### config.mk
export PLATFORM = sky130hd
export DESIGN_NAME = dmem_arbiter_flat
export DESIGN_NICKNAME = d
export VERILOG_FILES = /design/src/rtl/dmem_pkg.sv /design/src/rtl/dmem_arbiter_if.sv /design/src/rtl/dmem_lane_fmt.sv /design/src/rtl/dmem_arbiter.sv /design/src/flat_wrapper.sv
export SDC_FILE = /design/constraint.sdc
export NUM_CORES = 1
export LEC_CHECK = 0
export ABC_CLOCK_PERIOD_IN_PS = 3870
export BUFFER_PORTS_ARGS = -buffer_cell sky130_fd_sc_hd__clkbuf_2
export CORE_ASPECT_RATIO = 0.7
export CORE_MARGIN = 1.5
export CORE_UTILIZATION = 24
export DETAILED_ROUTE_END_ITERATION = 16
export GPL_ROUTABILITY_DRIVEN = 0
export HOLD_SLACK_MARGIN = 0.03
export MAX_ROUTING_LAYER = met4
export PLACE_DENSITY = 0.59
export SKIP_LAST_GASP = 1
export SLEW_MARGIN = 20
export SYNTH_ARGS = -nofsm -noshare
export SYNTH_HDL_FRONTEND = slang
export SYNTH_HIERARCHICAL = 1
export SYNTH_SLANG_ARGS = --single-unit
### constraint.sdc
create_clock -name clk -period 3.87 [get_ports clk]
set_clock_uncertainty 0.1 [all_clocks]
set_input_delay 0.387 -clock clk [delete_from_list [all_inputs] [get_ports clk]]
set_output_delay 0.387 -clock clk [all_outputs]
set_load 0.005 [all_outputs]
### src/rtl/dmem_pkg.sv
// Shared encodings for the data-memory arbiter: RISC-V load/store funct3
// values and the owner tag of a pending read response.
package dmem_pkg;
  localparam logic [2:0] F3_B  = 3'b000;
  localparam logic [2:0] F3_H  = 3'b001;
  localparam logic [2:0] F3_W  = 3'b010;
  localparam logic [2:0] F3_BU = 3'b100;
  localparam logic [2:0] F3_HU = 3'b101;

  typedef enum logic [1:0] {OWN_NONE, OWN_CPU, OWN_DBG} owner_e;
endpackage

### src/rtl/dmem_arbiter_if.sv
// Bundle of CPU, debug and memory-side signals around dmem_arbiter.
// slave = arbiter side, master = requesters plus memory.
interface dmem_arbiter_if #(parameter int ADDR_WIDTH = 14);
  logic                  cpu_req, cpu_we, cpu_stall, cpu_rvalid;
  logic [31:0]           cpu_addr, cpu_wdata, cpu_rdata;
  logic [2:0]            cpu_funct3;
  logic                  dbg_req, dbg_ready, dbg_we, dbg_rvalid;
  logic [ADDR_WIDTH-1:0] dbg_addr;
  logic [31:0]           dbg_wdata, dbg_rdata;
  logic                  mem_en;
  logic [3:0]            mem_we;
  logic [ADDR_WIDTH-1:0] mem_addr;
  logic [31:0]           mem_wdata, mem_rdata;
  logic                  misaligned;

  modport slave (
    input  cpu_req, cpu_we, cpu_addr, cpu_funct3, cpu_wdata,
    output cpu_stall, cpu_rvalid, cpu_rdata,
    input  dbg_req, dbg_we, dbg_addr, dbg_wdata,
    output dbg_ready, dbg_rvalid, dbg_rdata,
    output mem_en, mem_we, mem_addr, mem_wdata,
    input  mem_rdata,
    output misaligned
  );

  modport master (
    output cpu_req, cpu_we, cpu_addr, cpu_funct3, cpu_wdata,
    input  cpu_stall, cpu_rvalid, cpu_rdata,
    output dbg_req, dbg_we, dbg_addr, dbg_wdata,
    input  dbg_ready, dbg_rvalid, dbg_rdata,
    input  mem_en, mem_we, mem_addr, mem_wdata,
    output mem_rdata,
    input  misaligned
  );
endinterface

### src/rtl/dmem_lane_fmt.sv
// Combinational byte-lane logic: store enables/data placement, misaligned
// detect for the request, and sign/zero extension of the returned word.
module dmem_lane_fmt
  import dmem_pkg::*;
(
  input  logic        req_we_i,
  input  logic [2:0]  req_f3_i,
  input  logic [1:0]  req_off_i,
  input  logic [31:0] req_wdata_i,
  input  logic [2:0]  rsp_f3_i,
  input  logic [1:0]  rsp_off_i,
  input  logic        rsp_mis_i,
  input  logic [31:0] rsp_rdata_i,
  output logic        mis_o,
  output logic [3:0]  be_o,
  output logic [31:0] wdata_o,
  output logic [31:0] rdata_o
);
  logic [15:0] sh;

  always_comb begin
    mis_o   = 1'b0;
    be_o    = 4'b0000;
    wdata_o = req_wdata_i;
    case (req_f3_i)
      F3_B: begin
        be_o    = 4'b0001 << req_off_i;
        wdata_o = {4{req_wdata_i[7:0]}};
      end
      F3_H: begin
        mis_o   = (req_off_i == 2'd3);
        be_o    = 4'b0011 << req_off_i;
        // offset 1 straddles the middle lanes; 0 and 2 use plain replication
        wdata_o = (req_off_i == 2'd1) ? {req_wdata_i[7:0], req_wdata_i[15:0], req_wdata_i[15:8]}
                                      : {2{req_wdata_i[15:0]}};
      end
      F3_W: begin
        mis_o = (req_off_i != 2'd0);
        be_o  = 4'b1111;
      end
      F3_BU:   mis_o = req_we_i;
      F3_HU:   mis_o = req_we_i | (req_off_i == 2'd3);
      default: mis_o = 1'b1;
    endcase
    if (mis_o || !req_we_i) be_o = 4'b0000;
  end

  always_comb begin
    sh      = 16'(rsp_rdata_i >> {rsp_off_i, 3'b000});
    rdata_o = 32'h0;
    case (rsp_f3_i)
      F3_B:    rdata_o = {{24{sh[7]}}, sh[7:0]};
      F3_H:    rdata_o = {{16{sh[15]}}, sh};
      F3_W:    rdata_o = rsp_rdata_i;
      F3_BU:   rdata_o = {24'h0, sh[7:0]};
      F3_HU:   rdata_o = {16'h0, sh};
      default: rdata_o = 32'h0;
    endcase
    if (rsp_mis_i) rdata_o = 32'h0;
  end
endmodule

### src/rtl/dmem_arbiter.sv
// Single-port data memory arbiter: CPU has priority, a starvation counter
// lets the debug port through once after STARVE_LIMIT consecutive losses.
module dmem_arbiter
  import dmem_pkg::*;
#(
  parameter int ADDR_WIDTH   = 14,
  parameter int STARVE_LIMIT = 4
) (
  input logic          clk,
  input logic          rst,
  dmem_arbiter_if.slave bus
);
  localparam int SW = $clog2(STARVE_LIMIT + 1);
  localparam logic [SW-1:0] LIMIT = SW'(STARVE_LIMIT);

  logic [SW-1:0] starve_q, starve_d;
  owner_e        own_q, own_d;
  logic [1:0]    off_q;
  logic [2:0]    f3_q;
  logic          mis_q;
  logic          gnt_cpu, gnt_dbg, cpu_mis;
  logic [3:0]    cpu_be;
  logic [31:0]   cpu_wd, cpu_ld;
  logic          unused_addr;

  assign unused_addr = ^bus.cpu_addr[31:ADDR_WIDTH+2];

  dmem_lane_fmt u_fmt (
    .req_we_i   (bus.cpu_we),
    .req_f3_i   (bus.cpu_funct3),
    .req_off_i  (bus.cpu_addr[1:0]),
    .req_wdata_i(bus.cpu_wdata),
    .rsp_f3_i   (f3_q),
    .rsp_off_i  (off_q),
    .rsp_mis_i  (mis_q),
    .rsp_rdata_i(bus.mem_rdata),
    .mis_o      (cpu_mis),
    .be_o       (cpu_be),
    .wdata_o    (cpu_wd),
    .rdata_o    (cpu_ld)
  );

  always_comb begin
    gnt_cpu = !rst && bus.cpu_req && !(bus.dbg_req && starve_q == LIMIT);
    gnt_dbg = !rst && bus.dbg_req && !gnt_cpu;
    if (!bus.dbg_req || gnt_dbg) starve_d = '0;
    else if (starve_q != LIMIT)  starve_d = starve_q + 1'b1;
    else                         starve_d = starve_q;
    // only reads produce a response next cycle
    if (gnt_cpu && !bus.cpu_we)      own_d = OWN_CPU;
    else if (gnt_dbg && !bus.dbg_we) own_d = OWN_DBG;
    else                             own_d = OWN_NONE;
  end

  assign bus.cpu_stall  = bus.cpu_req && !gnt_cpu;
  assign bus.dbg_ready  = gnt_dbg;
  assign bus.mem_en     = gnt_cpu || gnt_dbg;
  assign bus.mem_we     = gnt_cpu ? cpu_be : ((gnt_dbg && bus.dbg_we) ? 4'hF : 4'h0);
  assign bus.mem_addr   = gnt_cpu ? bus.cpu_addr[ADDR_WIDTH+1:2] : bus.dbg_addr;
  assign bus.mem_wdata  = gnt_cpu ? cpu_wd : bus.dbg_wdata;
  assign bus.cpu_rvalid = (own_q == OWN_CPU);
  assign bus.cpu_rdata  = bus.cpu_rvalid ? cpu_ld : 32'h0;
  assign bus.dbg_rvalid = (own_q == OWN_DBG);
  assign bus.dbg_rdata  = bus.dbg_rvalid ? bus.mem_rdata : 32'h0;
  assign bus.misaligned = mis_q;

  always_ff @(posedge clk or posedge rst) begin
    if (rst) begin
      starve_q <= '0;
      own_q    <= OWN_NONE;
      off_q    <= 2'd0;
      f3_q     <= 3'd0;
      mis_q    <= 1'b0;
    end else begin
      starve_q <= starve_d;
      own_q    <= own_d;
      mis_q    <= gnt_cpu && cpu_mis;
      if (gnt_cpu) begin
        off_q <= bus.cpu_addr[1:0];
        f3_q  <= bus.cpu_funct3;
      end
    end
  end
endmodule

### src/flat_wrapper.sv
// flat-port wrapper written by rule: the top's interface ports become plain ports
module dmem_arbiter_flat import dmem_pkg::*;
#(
  parameter int ADDR_WIDTH   = 14,
  parameter int STARVE_LIMIT = 4
)
  (clk, rst, bus_cpu_req, bus_cpu_we, bus_cpu_addr, bus_cpu_funct3, bus_cpu_wdata, bus_cpu_stall, bus_cpu_rvalid, bus_cpu_rdata, bus_dbg_req, bus_dbg_we, bus_dbg_addr, bus_dbg_wdata, bus_dbg_ready, bus_dbg_rvalid, bus_dbg_rdata, bus_mem_en, bus_mem_we, bus_mem_addr, bus_mem_wdata, bus_mem_rdata, bus_misaligned);
  dmem_arbiter_if #(.ADDR_WIDTH(ADDR_WIDTH)) bus_i ();
  input logic clk;
  input logic rst;
  input wire logic [$bits(bus_i.cpu_req)-1:0] bus_cpu_req;
  input wire logic [$bits(bus_i.cpu_we)-1:0] bus_cpu_we;
  input wire logic [$bits(bus_i.cpu_addr)-1:0] bus_cpu_addr;
  input wire logic [$bits(bus_i.cpu_funct3)-1:0] bus_cpu_funct3;
  input wire logic [$bits(bus_i.cpu_wdata)-1:0] bus_cpu_wdata;
  output wire logic [$bits(bus_i.cpu_stall)-1:0] bus_cpu_stall;
  output wire logic [$bits(bus_i.cpu_rvalid)-1:0] bus_cpu_rvalid;
  output wire logic [$bits(bus_i.cpu_rdata)-1:0] bus_cpu_rdata;
  input wire logic [$bits(bus_i.dbg_req)-1:0] bus_dbg_req;
  input wire logic [$bits(bus_i.dbg_we)-1:0] bus_dbg_we;
  input wire logic [$bits(bus_i.dbg_addr)-1:0] bus_dbg_addr;
  input wire logic [$bits(bus_i.dbg_wdata)-1:0] bus_dbg_wdata;
  output wire logic [$bits(bus_i.dbg_ready)-1:0] bus_dbg_ready;
  output wire logic [$bits(bus_i.dbg_rvalid)-1:0] bus_dbg_rvalid;
  output wire logic [$bits(bus_i.dbg_rdata)-1:0] bus_dbg_rdata;
  output wire logic [$bits(bus_i.mem_en)-1:0] bus_mem_en;
  output wire logic [$bits(bus_i.mem_we)-1:0] bus_mem_we;
  output wire logic [$bits(bus_i.mem_addr)-1:0] bus_mem_addr;
  output wire logic [$bits(bus_i.mem_wdata)-1:0] bus_mem_wdata;
  input wire logic [$bits(bus_i.mem_rdata)-1:0] bus_mem_rdata;
  output wire logic [$bits(bus_i.misaligned)-1:0] bus_misaligned;
  assign bus_i.cpu_req = bus_cpu_req;
  assign bus_i.cpu_we = bus_cpu_we;
  assign bus_i.cpu_addr = bus_cpu_addr;
  assign bus_i.cpu_funct3 = bus_cpu_funct3;
  assign bus_i.cpu_wdata = bus_cpu_wdata;
  assign bus_cpu_stall = bus_i.cpu_stall;
  assign bus_cpu_rvalid = bus_i.cpu_rvalid;
  assign bus_cpu_rdata = bus_i.cpu_rdata;
  assign bus_i.dbg_req = bus_dbg_req;
  assign bus_i.dbg_we = bus_dbg_we;
  assign bus_i.dbg_addr = bus_dbg_addr;
  assign bus_i.dbg_wdata = bus_dbg_wdata;
  assign bus_dbg_ready = bus_i.dbg_ready;
  assign bus_dbg_rvalid = bus_i.dbg_rvalid;
  assign bus_dbg_rdata = bus_i.dbg_rdata;
  assign bus_mem_en = bus_i.mem_en;
  assign bus_mem_we = bus_i.mem_we;
  assign bus_mem_addr = bus_i.mem_addr;
  assign bus_mem_wdata = bus_i.mem_wdata;
  assign bus_i.mem_rdata = bus_mem_rdata;
  assign bus_misaligned = bus_i.misaligned;
  dmem_arbiter #(.ADDR_WIDTH(ADDR_WIDTH), .STARVE_LIMIT(STARVE_LIMIT)) u_core (.clk(clk), .rst(rst), .bus(bus_i));
endmodule
# Yosys cells after proc, flatten, opt, wreduce, memory -nomap -nowiden
# Index checks and enable logic that the tools add are counted.
totals:
  reg_bits: 11
  latch_bits: 0
  ramBits: 0
  romBits: 0
  input_bits: 151
  output_inout_bits: 120
  elab_cells: 64
  mem_count: 0
op_classes:
  addsub: 1
  n_mul: 0
  n_div: 0
  magnitude_cmp: 0
  eq_ne: 14
  shifts: 3
  n_mux: 17
  n_bitwise: 1
  n_reduce_logical: 23
op_table:
  columns: ["op", "count"]
  rows:
  - ["$mux W32", 5]
  - ["$pmux W32 S5", 1]
  - ["$pmux W32 S2", 1]
  - ["$shr A32 B5 Y16", 1]
  - ["$eq A3 B3 Y1 const B", 5]
  - ["$mux W14", 1]
  - ["$mux W4", 3]
  - ["$pmux W4 S3", 1]
  - ["$logic_and A1 B1 Y1", 10]
  - ["$eq A3 B1 Y1 const B", 2]
  - ["$eq A3 B2 Y1 const B", 2]
  - ["$logic_not A1 Y1", 6]
  - ["$logic_not A3 Y1", 2]
  - ["$mux W3", 2]
  - ["$pmux W1 S5", 1]
  - ["$eq A2 B1 Y1 const B", 2]
  - ["$eq A2 B2 Y1 const B", 2]
  - ["$mux W2", 2]
  - ["$reduce_bool A2 Y1", 2]
  - ["$shl A1 B2 Y4 const A", 1]
  - ["$shl A2 B2 Y4 const A", 1]
  - ["$add A3 B1 Y3 const B", 1]
  - ["$logic_or A1 B1 Y1", 3]
  - ["$ne A3 B3 Y1 const B", 1]
  - ["$or A1 B1 Y1", 1]

# Depth between registers and ports, before layout
# Gate-level depths: netlist of the first run.
depth:
  ltp_word: 9
  ltp_mapped: 7
  depth_no_buf: 5

# Hierarchy
# The synthesis of the first run kept the hierarchy.
modules_own_cells:
  columns: ["module", "instances", "cells_each", "area_each_um2", "seq_area_each_um2"]
  rows:
  - ["dmem_arbiter", 1, 172, 1615.3, 275.3]
  - ["dmem_lane_fmt", 1, 229, 1401.3, 0.0]

# Worst setup path before layout of the first run
# Ideal clock, no wire load.
synth_path:
  path_type: "input to output"
  from: "in bus_cpu_addr[0]"
  to: "out bus_mem_wdata[12]"
  arrival_ns: 1.880
  required_ns: 3.383
  setup_slack_ns: 1.503
  path_stages: 6
  path_cell_list: "buf_2 -> nand3b_1 -> a21oi_2 -> buf_2 -> mux2_2 -> mux2_2"
synth_via:
  elab_chain_len: 4
synth_lines:
  columns: ["element", "line", "source"]
  rows:
  - ["from (decl)", "flat_wrapper.sv:13", "input wire logic [$bits(bus_i.cpu_addr)-1:0] bus_cpu_addr;"]
  - ["$eq A2 B1 Y1", "dmem_lane_fmt.sv:34", "wdata_o = (req_off_i == 2'd1) ? {req_wdata_i[7:0], req_wdata_i[15:0], req_wdata_i[15:8]}"]
  - ["$mux W32", "dmem_lane_fmt.sv:34", null]
  - ["$pmux W32 S2", "dmem_lane_fmt.sv:25", "case (req_f3_i)"]
  - ["named net u_core.cpu_wd[12]", "dmem_arbiter.sv:23", "logic [31:0] cpu_wd, cpu_ld;"]
  - ["$mux W32", "dmem_arbiter.sv:60", "assign bus.mem_wdata = gnt_cpu ? cpu_wd : bus.dbg_wdata;"]
  - ["to (decl)", "flat_wrapper.sv:29", "output wire logic [$bits(bus_i.mem_wdata)-1:0] bus_mem_wdata;"]
# The timed path passes the listed nets, and every way through them passes these cells.

# Worst setup path in the final report of the first run
layout_path:
  from: "reg u_core.starve_q[0]"
  to: "out bus_mem_addr[11]"
layout_via:
  elab_chain_len: 5
layout_lines:
  columns: ["element", "line", "source"]
  rows:
  - ["from (decl)", "dmem_arbiter.sv:16", "logic [SW-1:0] starve_q, starve_d;"]
  - ["from (signal assigned)", "dmem_arbiter.sv:75", "starve_q <= starve_d;"]
  - ["$eq A3 B3 Y1", "dmem_arbiter.sv:44", "gnt_cpu = !rst && bus.cpu_req && !(bus.dbg_req && starve_q == LIMIT);"]
  - ["$logic_and A1 B1 Y1", "dmem_arbiter.sv:44", null]
  - ["$logic_not A1 Y1", "dmem_arbiter.sv:44", null]
  - ["$logic_and A1 B1 Y1", "dmem_arbiter.sv:44", null]
  - ["$mux W14", "dmem_arbiter.sv:59", "assign bus.mem_addr = gnt_cpu ? bus.cpu_addr[ADDR_WIDTH+1:2] : bus.dbg_addr;"]
  - ["to (decl)", "flat_wrapper.sv:28", "output wire logic [$bits(bus_i.mem_addr)-1:0] bus_mem_addr;"]
# Every way passes these cells.

==> results of run 1 <==
power breakdown:
part	switching, mW	internal, mW
clock	0.0465	0.138
sequential	0.0203	0.127
combinational	0.272	0.254
total	0.339	0.519
synth_stat cells (10+ instances only):
master,count
a22oi_1,13
nor2_1,16
o21ai_0,10
nor2b_1,15
and2_1,65
nand2_1,42
inv_1,17
mux2_2,54
mux2i_1,10
mux2_4,10
a21oi_1,29
a222oi_1,11
dfrtp_1,11
clkbuf_1,22
per-stage QoR:
step	cell area, um^2	power (mW)	utilization	instances	hold WS [ps]
after floorplan	3020	0.474	-	401	306
after global placement	4340	0.674	0.352	785	421
after detailed placement	4340	0.674	0.352	785	419
after CTS	4420	0.862	0.358	789	182
after global routing	4420	0.926	0.358	789	232
final	4420	0.857	0.358	789	169
worst max-delay path by stage:
stage / startpoint / to / depth (start not counted)
4_1_cts: u_core/starve_q[0] / bus_mem_addr[11] / 6
5_1_grt: u_core/f3_q[1] / bus_cpu_rdata[9] / 7
3_5_place_dp: bus_cpu_funct3[1] / bus_mem_wdata[12] / 7
6_report: u_core/starve_q[0] / bus_mem_addr[11] / 6
3_3_place_gp: bus_cpu_funct3[1] / bus_mem_wdata[12] / 7
2_1_floorplan: bus_cpu_addr[0] / bus_mem_wdata[12] / 6
layout make-up:
type	count	area (um^2)
repair buffers	260	1320
inverters	19	71.3
fillers	1344	7920
multi-input cells	333	2480
clock buffers	4	78.8
flip-flops and latches	11	275
well taps	162	203
sequential cells by signal (all words and copies together) (netlist names):
| signal | cells |
|---|---|
| u_core/f3_q | 3 |
| u_core/starve_q | 3 |
| u_core/off_q | 2 |
| u_core/own_q | 2 |
| u_core/bus.misaligned | 1 |
layout by cell type (no fill, tap or decap), types with 4 or more instances in the layout:
cell       count
clkbuf_2     254
nand2b_1       4
mux2i_1       10
a21oi_1       29
a21o_1         4
a32oi_1        7
nor2b_1       13
o2bb2ai_1      7
dfrtp_1       11
a22oi_1       13
nand2_1       42
mux2_2        54
and2_1        65
nor2_1        16
a222oi_1      11
a211o_1        7
mux2_4        10
o21ai_0       10
inv_1         17
buf_4          6
metal layers:
metal	vias up	routed length (um)	global-route usage
li1	1893	-	-
met1	1779	4890	0.208
met2	175	5960	0.310
met3	10	864	0.0241
met4	0	212	0.0308
met5	-	0	-
cell families (layout without fill, tap and decap cells):
kind of cell | Yosys count | in the layout | share of synthesized area
compound gates | 99 | 99 | 0.241
xor+xnor | 1 | 1 | 0.00290
fa+ha+maj | 2 | 2 | 0.00829
buf+inv | 57 | 283 | 0.0925
flops | 11 | 11 | 0.0912
mux | 74 | 74 | 0.285
simple gates | 157 | 157 | 0.280
==> results by group, run 1 <==
Run status
  – Run status: complete, no violations

Worst setup path
  – CP max FO: 60
  – R2R depth: 5
  – Worst setup EP type: output port
  – Critical path's slowest cell: buf_4
  – Worst reg-to-reg setup slack: 1590 ps
  – CP required: 3380 ps
  – Cell family with most CP delay: buffers and inverters
  – R2r endpoint: u_core/f3_q[2]
  – RR Startpoint: u_core/starve_q[0]
  – CP cell instances: inv_1 > ha_1 > a311oi_4 > buf_4 > mux2_2 > clkbuf_2
  – CP Class: reg -> out
  – Critical path's largest stage delay: 630 ps
  – Critical Path AT: 2480 ps
  – Crit path buf inv count: 3
  – Startpoint types: register

Global route
  – Largest net degree at the start of global routing: 61
  – First-pass GRT wire length: 18.0 mm
  – All-Layer GR Usage: 0.173
  – Initial antenna violation count: 0
  – Vias in the first global route: 3467
  – GRT overflow: 0

Die
  – Initial Util: 0.245
  – IO Count: 271
  – Die Height: 96.8 um
  – Rows: 34
  – Chip width: 137 um
  – Core area: 0.0123 mm^2
  – Full die area: 0.0133 mm^2

Place
  – Final HPWL DP: 9.78 mm
  – Pre-CTS setup slack: 973 ps
  – I/O Buffers: 254

Detailed routing
  – Drt drc: 0
  – Vias/cell: 4.89
  – Initial drt markers: 245
  – Detail Route Antenna Nets: 0
  – DR vias: 3857
  – TritonRoute pass-1 iters: 7
  – DR WL/cell: 15.1 um
  – Drt total wl: 11.9 mm

Logic synthesis
  – EDFF count, synth: 0
  – Cell count after synthesis: 401
  – Post-synthesis sequential area ratio: 0.0912
  – Seq cells post-synth: 11
  – Top post-synthesis cells by area: mux2_2 20%, and2_1 13%, dfrtp_1 9.1%, nand2_1 5.2%, mux2_4 5.0%
  – Yosys cell types: 44
  – Post-Synthesis Net Count: 554
  – Synth area leader: mux2_2
  – Mapped Area: 0.00302 mm^2
  – Ys Warns: 6
  – Syn Area/Cell: 7.52 um^2
  – Area share of the largest cell type after synthesis: 0.202
  – Top FF cell, synth: dfrtp_1
  – Post-synth ARST share: 1.00

Finish
  – Post-layout nets: 781
  – Share of cells above drive strength 1: 0.537
  – Area Overhead vs Synth: 46.5%
  – Ant. Diodes: 0

Timing
  – RSZ-0062 raised after global routing: no
  – Fmax: 337 MHz
  – Final period util: 0.766
  – Relative slew slack: 0.386
  – Final Max Tran Viols: 0
  – Slew of the pin with the lowest slew margin: 916 ps
  – Setup-failing EPs final: 0
  – Final Hold Violating Endpoints: 0
  – Post-route minimum period: 2960 ps
  – Setup WS post-layout: 907 ps
  – Setup TNS: 0 ps

Pwr
  – Leak pwr: 2.33 nW
  – Worst vdd ir: 0.000172 V
  – P per Cell Area: 194 mW/mm^2

Clock network
  – Worst-path clk slew: 40 ps
  – Clock Tree Buf Depth: 2
  – Root buf cell: clkbuf_16
  – Cts-stage hold buffer count: 0
  – TritonCTS clock tree: yes
  – Clk sinks: 11
  – Clock buffer count from CTS: 3
  – H-tree depth: 1
  – Clk_lat worst skew: 230 ps
  – Post-CTS Setup Inserts: 0
  – Cts repair resizes: 0

Hold path
  – Hold Path Class: in -> async

Flow run
  – MaxCap Viol Count: 0
No activity file was read; power rests on OpenSTA's default activity.
==> run 2, diff against run 1 <==
Settings changed: ABC_CLOCK_PERIOD_IN_PS 3870 to 2500, PLACE_DENSITY 0.59 to 0.61.
Clock period 3.87 ns to 2.5 ns, I/O delays scaled along.
==> run 2 against run 1 <==
Against the previous run: sequential share of layout area is 0.24 points lower; critical endpoint is now bus_cpu_rdata[10]; largest power group unchanged; hold slack worse by 130 ps; global-route usage is 0.28 points higher; non-clock buffer count is 20 higher; sequential power is 51% higher; worst setup slack worse by 830 ps; total power is 62% higher.
==> results by group, run 2 (synthesized netlist as in run 1, its figures left out) <==
Finish
  – Share of cells above drive strength 1: 0.555
  – Area Overhead vs Synth: 53.2%
  – Ant. Diodes: 0
  – Post-layout nets: 801
  – Commonest non-fill, non-tap cell in the layout: clkbuf_2
  – Fill cells: 1320
  – Most frequent cells in the layout: 254 x clkbuf_2, 65 x and2_1, 54 x mux2_2, 42 x nand2_1, 29 x a21oi_1
  – Post-Layout Inst Area: 0.00462 mm^2
  – Largest registers: u_core/f3_q x3, u_core/starve_q x3
  – Sequential standard cell area: 277 um^2
  – Non-Filler Instances: 809
  – Area of the multi-input gates: 0.00248 mm^2
  – Final Util: 0.375

Die
  – Chip width: 137 um
  – Rows: 34
  – IO Count: 271
  – Initial Util: 0.245
  – Core area: 0.0123 mm^2
  – Full die area: 0.0133 mm^2
  – Die Height: 96.8 um

Worst setup path
  – Worst setup EP type: output port
  – CP required: 2150 ps
  – Startpoint types: register
  – CP cell instances: mux2i_1 > mux2_2 > or4_4 > a21oi_1 > and2_1 > clkbuf_2
  – CP Class: reg -> out
  – Critical Path AT: 2080 ps
  – Critical path's largest stage delay: 500 ps
  – Critical path's slowest cell: or4_4
  – CP max FO: 8

Timing
  – Minimum hold slack: 37.1 ps
  – Setup-failing EPs final: 0
  – Final Hold Violating Endpoints: 0
  – Final period util: 0.971
  – Slew of the pin with the lowest slew margin: 697 ps
  – Final Max Tran Viols: 0
  – Fmax: 412 MHz
  – Setup TNS: 0 ps
  – Post-route minimum period: 2430 ps
  – Relative slew slack: 0.535
  – Setup WS post-layout: 73.3 ps
  – RSZ-0062 raised after global routing: yes

Place
  – Cell total after placement: 800
  – Dpl cell area: 0.00448 mm^2
  – Final HPWL DP: 10.0 mm
  – Pre-CTS setup slack: 152 ps
  – I/O Buffers: 254

Global route
  – All-Layer GR Usage: 0.176
  – First-pass GRT wire length: 18.2 mm
  – Largest net degree at the start of global routing: 61
  – Vias in the first global route: 3324
  – Initial antenna violation count: 0
  – GRT overflow: 0

Detailed routing
  – DR vias: 3900
  – Max layer used: met4
  – M1 wire length: 5.38 mm
  – Drt total wl: 12.6 mm
  – DR WL/cell: 15.6 um
  – Drt drc: 0
  – Initial drt markers: 242
  – Met2 routed WL: 6.23 mm
  – TritonRoute pass-1 iters: 6
  – DR WL met3: 917 um
  – Vias/cell: 4.82
  – Detail Route Antenna Nets: 0

Pwr
  – Design Power: 1.39 mW
  – Worst vdd ir: 0.000189 V
  – Leak pwr: 2.45 nW
  – P per Cell Area: 301 mW/mm^2

Clock network
  – Clk sinks: 11
  – Worst-path clk slew: 40 ps
  – Cts-stage hold buffer count: 0
  – TritonCTS clock tree: yes
  – Clock buffer count from CTS: 3
  – H-tree depth: 1
  – Root buf cell: clkbuf_16
  – Clock Tree Buf Depth: 2
  – Clk_lat worst skew: 230 ps

Hold path
  – Hold Path Class: in -> async

Run status
  – Run status: complete, no violations

Flow run
  – MaxCap Viol Count: 0
==> run 2: cell types whose count changed in the layout (fill, tap and decap cells not counted) <==
cell / previous run / this run
buf_6: 0 / 1
buf_4: 6 / 22
nand2b_1: 4 / 5
dfrtp_1: 11 / 10
or4_1: 1 / 0
clkbuf_1: 1 / 0
clkbuf_16: 3 / 4
nand2b_2: 1 / 0
clkinv_2: 0 / 1
or4_4: 0 / 1
buf_12: 0 / 2
dfrtp_2: 0 / 1
==> run 2: power by group <==
part / internal [mW] / switching [mW]
clock: 0.211 / 0.0766
combinational: 0.434 / 0.444
sequential: 0.197 / 0.0258
==> run 2: layout make-up <==
class	count	area share
inverter	19	0.0154
clock inverter	1	0.00108
clock buffer	3	0.0162
tap	162	0.0439
multi-input combinational	333	0.536
sequential	11	0.0598
timing repair buffer	280	0.327
==> run 2: worst paths after layout <==
path	startpoint	to	slack, ps	depth (start not counted)
worst max-delay path	u_core/off_q[1]	bus_cpu_rdata[10]	70	6
worst min-delay path	rst	u_core/starve_q[1]	40	2
worst max register to register	u_core/starve_q[0]	u_core/f3_q[2]	560	6
worst min register to register	u_core/starve_q[0]	u_core/starve_q[0]	490	2
max in group asynchronous	rst	u_core/off_q[1]	1920	2
min in group clk	bus_cpu_we	u_core/own_q[0]	120	2
==> run 2: worst max-delay path, delay by kind of cell (launching register included) <==
kind                   cells  cell delay, ps
AOI/OAI and AO/OA          1             180
buffers and inverters      1             120
DFF                        1             420
muxes                      2             450
and+or+nand+nor            2             670
==> run 2: metal layers <==
metal,track usage,vias up
met3,0.0273,4
met1,0.221,1789
li1,-,1926
met2,0.311,181
met5,-,-
met4,0.0105,0
==> run 2: timing repair <==
| item | 4_1_cts | 5_1_grt |
|---|---|---|
| pin swaps | 0 | 1 |
| resized for setup | 1 | 5 |
| cloned | 0 | 2 |
| setup buffers | 0 | 3 |
| endpoints found under the setup margin | 7 | 47 |
